### config.mk
export PLATFORM = sky130hd
export DESIGN_NAME = sensor_frame_sched_flat
export DESIGN_NICKNAME = d
export VERILOG_FILES = /design/src/rtl/sensor_frame_sched_if.sv /design/src/rtl/sensor_frame_sched.sv /design/src/flat_wrapper.sv
export SDC_FILE = /design/constraint.sdc
export NUM_CORES = 1
export LEC_CHECK = 0
export CORE_UTILIZATION = 45
export CTS_CLUSTER_SIZE = 28
export DETAILED_ROUTE_END_ITERATION = 6
export GPL_TIMING_DRIVEN = 0
export HOLD_SLACK_MARGIN = 0.05
export PLACE_DENSITY = 0.69
export RECOVER_POWER = 50
export SLEW_MARGIN = 10
export SYNTH_ARGS = -nofsm -noshare
export SYNTH_HDL_FRONTEND = slang
export SYNTH_SLANG_ARGS = --single-unit
### constraint.sdc
create_clock -name clk -period 2.2 [get_ports clk]
set_input_delay 0.66 -clock clk [delete_from_list [all_inputs] [get_ports clk]]
set_output_delay 0.66 -clock clk [all_outputs]
set_load 0.02 [all_outputs]
### src/rtl/sensor_frame_sched_if.sv
// -----------------------------------------------------------------------------
// sensor_frame_sched_if
// Bundles every non-clock/reset signal of the acquisition scheduler.
//   slave  : scheduler side (drives SPI/UART requests and status)
//   master : environment side (enable, SPI/UART responses)
// Signals:
//   enable        run scheduler
//   spi_start     one-cycle SPI read request      (slave -> master)
//   spi_done      one-cycle read complete         (master -> slave)
//   spi_rx_data   sensor word, valid with spi_done
//   uart_tx_busy  UART transmitter busy
//   uart_tx_start one-cycle transmit request      (slave -> master)
//   uart_tx_data  byte to transmit
//   uart_tx_done  one-cycle byte finished
//   sample_out    last captured sample
//   sample_valid  one-cycle pulse when sample_out updates
//   err_timeout   sticky SPI timeout flag
//   err_overrun   sticky period overrun flag
//   busy          scheduler is mid-acquisition
// -----------------------------------------------------------------------------
interface sensor_frame_sched_if #(
    parameter int DATA_W = 16
);
    logic              enable;
    logic              spi_start;
    logic              spi_done;
    logic [DATA_W-1:0] spi_rx_data;
    logic              uart_tx_busy;
    logic              uart_tx_start;
    logic [7:0]        uart_tx_data;
    logic              uart_tx_done;
    logic [DATA_W-1:0] sample_out;
    logic              sample_valid;
    logic              err_timeout;
    logic              err_overrun;
    logic              busy;

    modport slave (
        input  enable, spi_done, spi_rx_data, uart_tx_busy, uart_tx_done,
        output spi_start, uart_tx_start, uart_tx_data, sample_out,
               sample_valid, err_timeout, err_overrun, busy
    );

    modport master (
        output enable, spi_done, spi_rx_data, uart_tx_busy, uart_tx_done,
        input  spi_start, uart_tx_start, uart_tx_data, sample_out,
               sample_valid, err_timeout, err_overrun, busy
    );
endinterface

### src/rtl/sensor_frame_sched.sv
// -----------------------------------------------------------------------------
// sensor_frame_sched
// Periodic acquisition scheduler: once per TICK_CYCLES it requests one SPI
// sensor read, captures the word and sends a 4-byte frame
// (A5, sample[15:8], sample[7:0], xor-checksum) through the UART one byte at
// a time. Flags SPI timeouts and ticks that land while a frame is in flight.
// Ports:
//   clk   clock
//   rst   synchronous, active-high reset
//   bus   sensor_frame_sched_if.slave (SPI/UART handshakes, sample, status)
// -----------------------------------------------------------------------------
module sensor_frame_sched #(
    parameter int TICK_CYCLES = 10_000_000,  // >= 16
    parameter int SPI_TIMEOUT = 1024,        // >= 2
    parameter int DATA_W      = 16           // frame format assumes 16
) (
    input  logic                 clk,
    input  logic                 rst,
    sensor_frame_sched_if.slave  bus
);
    localparam int TMR_W = $clog2(TICK_CYCLES);
    localparam int TO_W  = $clog2(SPI_TIMEOUT);

    typedef enum logic [2:0] {
        S_IDLE, S_WAIT_TICK, S_SPI_REQ, S_SPI_WAIT,
        S_UART_REQ, S_UART_START, S_UART_WAIT
    } state_t;

    state_t            r_state;
    state_t            w_next;
    logic [TMR_W-1:0]  r_timer;
    logic [TO_W-1:0]   r_to_cnt;
    logic [1:0]        r_idx;
    logic [DATA_W-1:0] r_sample;
    logic              r_sample_valid;
    logic [7:0]        r_tx_data;
    logic              r_err_timeout;
    logic              r_err_overrun;
    logic              w_tick;
    logic              w_to_hit;
    logic              w_spi_start;
    logic              w_tx_start;
    logic              w_in_frame;

    // Frame byte idx of a captured sample; byte 3 is the xor of bytes 0..2.
    function automatic logic [7:0] f_frame_byte(input logic [DATA_W-1:0] s,
                                                input logic [1:0]        idx);
        case (idx)
            2'd0:    f_frame_byte = 8'hA5;
            2'd1:    f_frame_byte = s[15:8];
            2'd2:    f_frame_byte = s[7:0];
            default: f_frame_byte = 8'hA5 ^ s[15:8] ^ s[7:0];
        endcase
    endfunction

    assign w_tick = bus.enable && (r_timer == TMR_W'(TICK_CYCLES - 1));

    // r_to_cnt is 0 in the first SPI_WAIT cycle, i.e. it lags the cycles since
    // spi_start by one. Firing at SPI_TIMEOUT-2 makes the abort take effect
    // exactly SPI_TIMEOUT cycles after spi_start.
    assign w_to_hit = (r_to_cnt == TO_W'(SPI_TIMEOUT - 2));

    // Period timer: free-running while enabled, independent of the FSM.
    always_ff @(posedge clk) begin
        if (rst || !bus.enable || w_tick) r_timer <= '0;
        else                              r_timer <= r_timer + 1'b1;
    end

    always_ff @(posedge clk) begin
        if (rst) r_state <= S_IDLE;
        else     r_state <= w_next;
    end

    always_comb begin
        w_next = r_state;
        unique case (r_state)
            S_IDLE:       if (bus.enable) w_next = S_WAIT_TICK;
            S_WAIT_TICK:  if (!bus.enable) w_next = S_IDLE;
                          else if (w_tick) w_next = S_SPI_REQ;
            S_SPI_REQ:    w_next = S_SPI_WAIT;
            // A done coinciding with the timeout wins.
            S_SPI_WAIT:   if (bus.spi_done) w_next = S_UART_REQ;
                          else if (w_to_hit) w_next = bus.enable ? S_WAIT_TICK : S_IDLE;
            S_UART_REQ:   if (!bus.uart_tx_busy) w_next = S_UART_START;
            S_UART_START: w_next = S_UART_WAIT;
            S_UART_WAIT:  if (bus.uart_tx_done) begin
                              if (r_idx == 2'd3) w_next = bus.enable ? S_WAIT_TICK : S_IDLE;
                              else               w_next = S_UART_REQ;
                          end
            default:      w_next = S_IDLE;
        endcase
    end

    always_comb begin
        w_spi_start = (r_state == S_SPI_REQ);
        w_tx_start  = (r_state == S_UART_START);
        w_in_frame  = (r_state != S_IDLE) && (r_state != S_WAIT_TICK);
    end

    // Datapath and sticky flags. uart_tx_data is loaded with the next byte
    // before UART_REQ is entered, so it is stable for the whole handshake.
    always_ff @(posedge clk) begin
        if (rst) begin
            r_to_cnt       <= '0;
            r_idx          <= '0;
            r_sample       <= '0;
            r_sample_valid <= 1'b0;
            r_tx_data      <= 8'h00;
            r_err_timeout  <= 1'b0;
            r_err_overrun  <= 1'b0;
        end else begin
            r_sample_valid <= 1'b0;
            case (r_state)
                S_SPI_REQ: r_to_cnt <= '0;
                S_SPI_WAIT: begin
                    r_to_cnt <= r_to_cnt + 1'b1;
                    if (bus.spi_done) begin
                        r_sample       <= bus.spi_rx_data;
                        r_sample_valid <= 1'b1;
                        r_idx          <= 2'd0;
                        r_tx_data      <= f_frame_byte(bus.spi_rx_data, 2'd0);
                    end else if (w_to_hit) begin
                        r_err_timeout  <= 1'b1;
                    end
                end
                S_UART_WAIT: begin
                    if (bus.uart_tx_done && (r_idx != 2'd3)) begin
                        r_idx     <= r_idx + 2'd1;
                        r_tx_data <= f_frame_byte(r_sample, r_idx + 2'd1);
                    end
                end
                default: ;
            endcase
            // A tick during an acquisition is dropped, only flagged.
            if (w_tick && w_in_frame) r_err_overrun <= 1'b1;
        end
    end

    assign bus.spi_start     = w_spi_start;
    assign bus.uart_tx_start = w_tx_start;
    assign bus.busy          = w_in_frame;
    assign bus.uart_tx_data  = r_tx_data;
    assign bus.sample_out    = r_sample;
    assign bus.sample_valid  = r_sample_valid;
    assign bus.err_timeout   = r_err_timeout;
    assign bus.err_overrun   = r_err_overrun;
endmodule
### src/flat_wrapper.sv
// flat-port wrapper written by rule: the top's interface ports become plain ports
module sensor_frame_sched_flat 
#(
    parameter int TICK_CYCLES = 10_000_000,          
    parameter int SPI_TIMEOUT = 1024,               
    parameter int DATA_W      = 16                                     
)
  (clk, rst, bus_enable, bus_spi_done, bus_spi_rx_data, bus_uart_tx_busy, bus_uart_tx_done, bus_spi_start, bus_uart_tx_start, bus_uart_tx_data, bus_sample_out, bus_sample_valid, bus_err_timeout, bus_err_overrun, bus_busy);
  sensor_frame_sched_if #(.DATA_W(DATA_W)) bus_i ();
  input  logic clk;
  input  logic rst;
  input wire logic [$bits(bus_i.enable)-1:0] bus_enable;
  input wire logic [$bits(bus_i.spi_done)-1:0] bus_spi_done;
  input wire logic [$bits(bus_i.spi_rx_data)-1:0] bus_spi_rx_data;
  input wire logic [$bits(bus_i.uart_tx_busy)-1:0] bus_uart_tx_busy;
  input wire logic [$bits(bus_i.uart_tx_done)-1:0] bus_uart_tx_done;
  output wire logic [$bits(bus_i.spi_start)-1:0] bus_spi_start;
  output wire logic [$bits(bus_i.uart_tx_start)-1:0] bus_uart_tx_start;
  output wire logic [$bits(bus_i.uart_tx_data)-1:0] bus_uart_tx_data;
  output wire logic [$bits(bus_i.sample_out)-1:0] bus_sample_out;
  output wire logic [$bits(bus_i.sample_valid)-1:0] bus_sample_valid;
  output wire logic [$bits(bus_i.err_timeout)-1:0] bus_err_timeout;
  output wire logic [$bits(bus_i.err_overrun)-1:0] bus_err_overrun;
  output wire logic [$bits(bus_i.busy)-1:0] bus_busy;
  assign bus_i.enable = bus_enable;
  assign bus_i.spi_done = bus_spi_done;
  assign bus_i.spi_rx_data = bus_spi_rx_data;
  assign bus_i.uart_tx_busy = bus_uart_tx_busy;
  assign bus_i.uart_tx_done = bus_uart_tx_done;
  assign bus_spi_start = bus_i.spi_start;
  assign bus_uart_tx_start = bus_i.uart_tx_start;
  assign bus_uart_tx_data = bus_i.uart_tx_data;
  assign bus_sample_out = bus_i.sample_out;
  assign bus_sample_valid = bus_i.sample_valid;
  assign bus_err_timeout = bus_i.err_timeout;
  assign bus_err_overrun = bus_i.err_overrun;
  assign bus_busy = bus_i.busy;
  sensor_frame_sched #(.TICK_CYCLES(TICK_CYCLES), .SPI_TIMEOUT(SPI_TIMEOUT), .DATA_W(DATA_W)) u_core (.clk(clk), .rst(rst), .bus(bus_i));
endmodule
* Word level (Yosys, flattened, before mapping)
Index checks and enable logic that the tools add are counted.
** Operators by class
- Add/subtract/negate cells :: 3
- Reduce and logical (&&, ||, !) cells :: 17
- Equality and inequality tests :: 20
- Mux-type cells :: 19
- Bitwise operators :: 4
** Operators with widths (number)
- $add A24 B1 Y24 const B :: 1
- $eq A24 B24 Y1 const B :: 1
- $mux W3 :: 8
- $pmux W8 S3 :: 1
- $pmux W3 S7 :: 1
- $pmux W10 S2 :: 1
- $mux W8 :: 2
- $pmux W8 S2 :: 1
- $add A10 B1 Y10 const B :: 1
- $eq A10 B10 Y1 const B :: 1
- $ne A2 B2 Y1 const B :: 5
- $eq A3 B3 Y1 const B :: 3
- $xor A8 B8 Y8 :: 1
- $eq A3 B2 Y1 const B :: 2
- $ne A3 B2 Y1 const B :: 2
- $reduce_and A3 Y1 :: 2
- $reduce_and A5 Y1 :: 1
- $eq A2 B2 Y1 const B :: 2
- $logic_and A1 B1 Y1 :: 4
- $mux W2 :: 2
- $not A4 Y4 :: 1
- $pmux W2 S2 :: 1
- $reduce_bool A2 Y1 :: 2
- $eq A3 B1 Y1 const B :: 1
- 13 further kinds :: 16
** Storage, ports and cells
- Word-level logic and storage cells :: 72
- Bits in registers :: 66
- Output and inout port bits :: 30

* Depth between registers and ports, before layout
- Depth after elaboration :: 5
- Gate-level depth with buffers :: 8

* Least setup slack after synthesis
Ideal clock, no wire load.
- Kind :: register -> register
- Start point :: reg u_core.r_timer[0]
- End point :: reg u_core.r_timer[20]
- Data required time :: 2.085 ns
- Arrival :: 1.691 ns
- Period minus slack after synthesis :: 1.805 ns
- Setup time :: 0.115 ns
- Path buffers :: 2
- Path slack :: 0.395 ns
- Cell stages (with the launch flop) :: 9
- Cells stage by stage :: dfxtp_1 > ha_1 > and4_1 > nand3_1 > nor4_2 > or2_0 > buf_2 > buf_6 > nor2_1
** On the way
- Word-level cells in the longest chain between the ends :: 3
** Ends and longest elaborated chain
- start: declaration :: RTL line sensor_frame_sched.sv:31 : logic [TMR_W-1:0] r_timer;
- start signal: assignment :: RTL line sensor_frame_sched.sv:66 : else r_timer <= r_timer + 1'b1;
- parallel branches: the longest is 3 deep, another holds $add A24 B1 Y24
Several ways; the timed one is not identified.
A chain may end at the register's enable or synchronous reset.

* Worst setup path in the final report
- Start point :: reg u_core.r_state[1]
- End point :: out bus_spi_start
** On the way
- Word-level cells in the longest chain between the ends :: 1
** Ends and longest elaborated chain
- start: declaration :: RTL line sensor_frame_sched.sv:29 : state_t r_state;
- start signal: assignment :: RTL line sensor_frame_sched.sv:71 : else r_state <= w_next;
- $eq A3 B2 Y1 :: RTL line sensor_frame_sched.sv:95 : w_spi_start = (r_state == S_SPI_REQ);
- end: declaration :: RTL line flat_wrapper.sv:17 : output wire logic [$bits(bus_i.spi_start)-1:0] bus_spi_start;
No other way between the ends.

==> metrics.md <==
| Metric | Value |
|---|---|
| Status | finished clean |
| Setup violators final | 0 |
| HP Class | reg -> reg |
| Switching part of the total | 0.217 |
| CTS buffer count | 9 |
| Pin count of the biggest net entering global routing | 12 |
| Cts hold-fix bufs | 0 |
| Pins Over Slew Limit | 0 |
| Iter 0 DRT Violations | 104 |
| Sequential fraction of the synthesis area | 0.424 |
| Arr. time, crit path | between 1 and 1.5 ns |
| Core region area | roughly 6500 µm² |
| Synth Flop Type | dfxtp_1 |
| Post-Route Setup TNS | 0 ns |
| Worst skew pair latency | around 0.35 ns |
| WP depth | 5 |
| First-pass DRT Iterations | 5 |
| DP HPWL | roughly 5400 µm |
| Die Width | between 80 and 90 µm |
| Reg clk slew, reported paths | about 0.070 ns |
| Dpl cell area | ~3700 µm² |
| Hold_sp | u_core.r_timer[0] |
| Async SR Flop Fraction | 0 |
| WL final | around 7500 µm |
| Comb pwr share | 0.040 |
| Yosys cell types | 42 |
| Fin crit period | about 2.1 ns |
| Drt via density | roughly 5.4 |
| Die area | ~7300 µm² |
| Final Hold Fails | 0 |
| GRT Residual Overflow | 0 |
| FF+latch count, synth | between 60 and 70 |
| Starting density of the core | 0.477 |
| Seq pwr share | 0.514 |
| Residual DRC count | 0 |
| Routability cong. | between 0.8 and 0.9 |
| Die Ht | between 80 and 90 µm |
| Number of antenna violations at the first check in global routing | 0 |
| First-pass GRT wire length | roughly 12,000 µm |
| Routed wire per std cell | between 10 and 15 µm |
| DR vias | ~3,000 |
| Post-Syn Nets | about 430 |
| R2R Setup Slk | about 0.19 ns |
| CP max stage delay | about 0.4 ns |
| Peak Freq | roughly 0.47 GHz |
| Skew final | about 0.0081 ns |
| Area grow syn2layout | 26.8% |
| Mapped cell area | just over 3000 µm² |
| Slowest CP cell | dfxtp_4 |
| Finished layout cell area | about 4000 µm² |
| Peak VDD IR | between 300 and 400 µV |
| Most frequent cells in the layout | dfxtp_1 (64), nor2_1 (57), nand2_1 (56) |
| GRT Resource Usage Total | 0.213 |
| Max-Cap Viols | 0 |
| Peak fanout along the critical path | 9 |
| Critical R2R Capture | u_core.r_to_cnt[9] |
| P_sw | ~510 µW |
| Hold path endpoint | u_core.r_timer[0] |
| Slew @ Worst Pin | between 0.7 and 0.8 ns |
| Boundary pin count | 52 |
| Post-synth EDFFs | 0 |
| Max clock buf depth | 2 |
| Site Rows | 29 |
| Commonest non-fill, non-tap cell in the layout | dfxtp_1 |
| Layout cells sized above 1 | 0.0707 |
| CP Launch Type | flop |
| RR Startpoint | u_core.r_state[1] |
| Final Cycle Share | 0.962 |
| IO buf count | 50 |
| Worst setup EP type | output pin |
| Antenna cells | 0 |
| Family with the most delay on the worst path | buffers and inverters |
| Static leakage | 0.00136 µW |
| Worst hold stages | 1 |
| Layout fillers | slightly above 600 |
| Critical Path, Cell by Cell | nor2b_1 > buf_4 > nand2_1 > inv_1 > clkdlybuf4s15_2 |
| Ys Warns | 0 |
| # clock sinks | 66 |
| CTS tree | done |
| Synthesized instance count | just under 400 |
| Fin util | 0.606 |
| Root buf cell | clkbuf_8 |
| Clock power share | 0.446 |
| Post-Syn Area per Cell | approximately 7.8 µm² |
| Worst path bufs/invs | 3 |
| Slew Limit Headroom | 0.472 |
| Htree depth | 3 |
| RSZ-0062 raised after global routing | false |
| Power density cells | 590 nW/µm² |
| Pint | 1830 µW |
| Antenna-violating nets left | 0 |
| Nets@finish | 492 |
| CP Data Required Time | about 1.5 ns |
| Kind of critical path | reg -> out |
| Reg2Reg Depth | 7 |
| Vias in the first global route | 2,682 |
[cell type report]
type / count / area (µm²) / area share
Buffer: 16 / 83.8 / 0.0212
Clock buffer: 12 / 155 / 0.0392
Clock inverter: 4 / 50.0 / 0.0127
Inverter: 13 / 48.8 / 0.0123
Multi-Input combinational cell: 303 / 1670 / 0.423
Sequential cell: 66 / 1330 / 0.335
Tap cell: 77 / 96.3 / 0.0244
Timing Repair Buffer: 53 / 520 / 0.132
[cells by family (layout without fill, tap and decap cells)]
family          after synthesis  count (layout)  share of synthesized area
simple gates                196             196                      0.305
compound gates               77              77                      0.136
flops                        66              66                      0.424
buf+inv                      29              98                     0.0413
xor+xnor                     22              22                     0.0618
fa+ha+maj                     8               8                     0.0321
[timing repair]
action                                  4_1_cts  5_1_grt
pin swaps                                     0        1
setup buffers                                 0        3
gates resized for setup                      10        5
endpoints found under the setup margin       23       28
[routing by layer]
metal,vias up,global-route usage,share of wire
li1,1476,-,-
met1,1388,0.249,0.43
met2,76,0.370,0.50
met3,18,0.0486,0.044
met4,0,0.100,0.027
met5,-,0,0
[stage by stage]
step / worst slack (ns) / instances / power, µW / hold slack, ns
after floorplan: 0.395 / 398 / 1270 / 0.426
after global placement: -0.430 / 525 / 1320 / 0.441
after detailed placement: -0.420 / 525 / 1320 / 0.462
after CTS: 0.00882 / 541 / 2360 / 0.474
after global routing: 0.00906 / 544 / 2410 / 0.492
final: 0.0840 / 544 / 2330 / 0.469
[state kept, by name (all words and copies together), names as in the netlist]
register                 flops
u_core.r_timer              24
u_core.bus.sample_out       16
u_core.r_to_cnt             10
u_core.bus.uart_tx_data      8
u_core.r_state               3
u_core.r_idx                 2
u_core.bus.err_overrun       1
u_core.bus.err_timeout       1
u_core.bus.sample_valid      1
[power groups by stage]
stage               clock [µW]  sequential [µW]  combinational [µW]
global route              1110             1200                 100
finish                    1040             1200                93.5
global placement             0             1230                91.6
floorplan                    0             1230                38.3
detailed placement           0             1230                92.0
CTS                       1070             1200                93.7
[cells in the mapped netlist (4+ instances only)]
cell	instances	area [µm²]
o22ai_1	4	25.0
nor2_1	57	214
nand4_1	5	31.3
nor2b_1	11	68.8
xor2_1	11	96.3
dfxtp_1	66	1320
nand2_1	55	206
nor3_1	17	85.1
nand3_1	17	85.1
xnor2_1	11	96.3
clkbuf_1	12	45.0
ha_1	8	100
or3_1	6	37.5
and3_1	8	50.1
a211oi_1	5	37.5
a21oi_1	47	235
inv_1	13	48.8
o21ai_0	12	60.1
[worst max path at each step]
| stage | from | to | slack [ns] |
|---|---|---|---|
| CTS | bus_enable | u_core.r_timer[16] | 0.009 |
| detailed placement | bus_enable | u_core.r_timer[21] | -0.42 |
| floorplan | u_core.r_timer[0] | u_core.r_timer[20] | 0.39 |
| global placement | bus_enable | u_core.r_timer[17] | -0.43 |
| finish | u_core.r_state[1] | bus_spi_start | 0.08 |
| global route | u_core.r_state[1] | bus_spi_start | 0.009 |
Note: power is estimated with default switching activity, not from simulation.
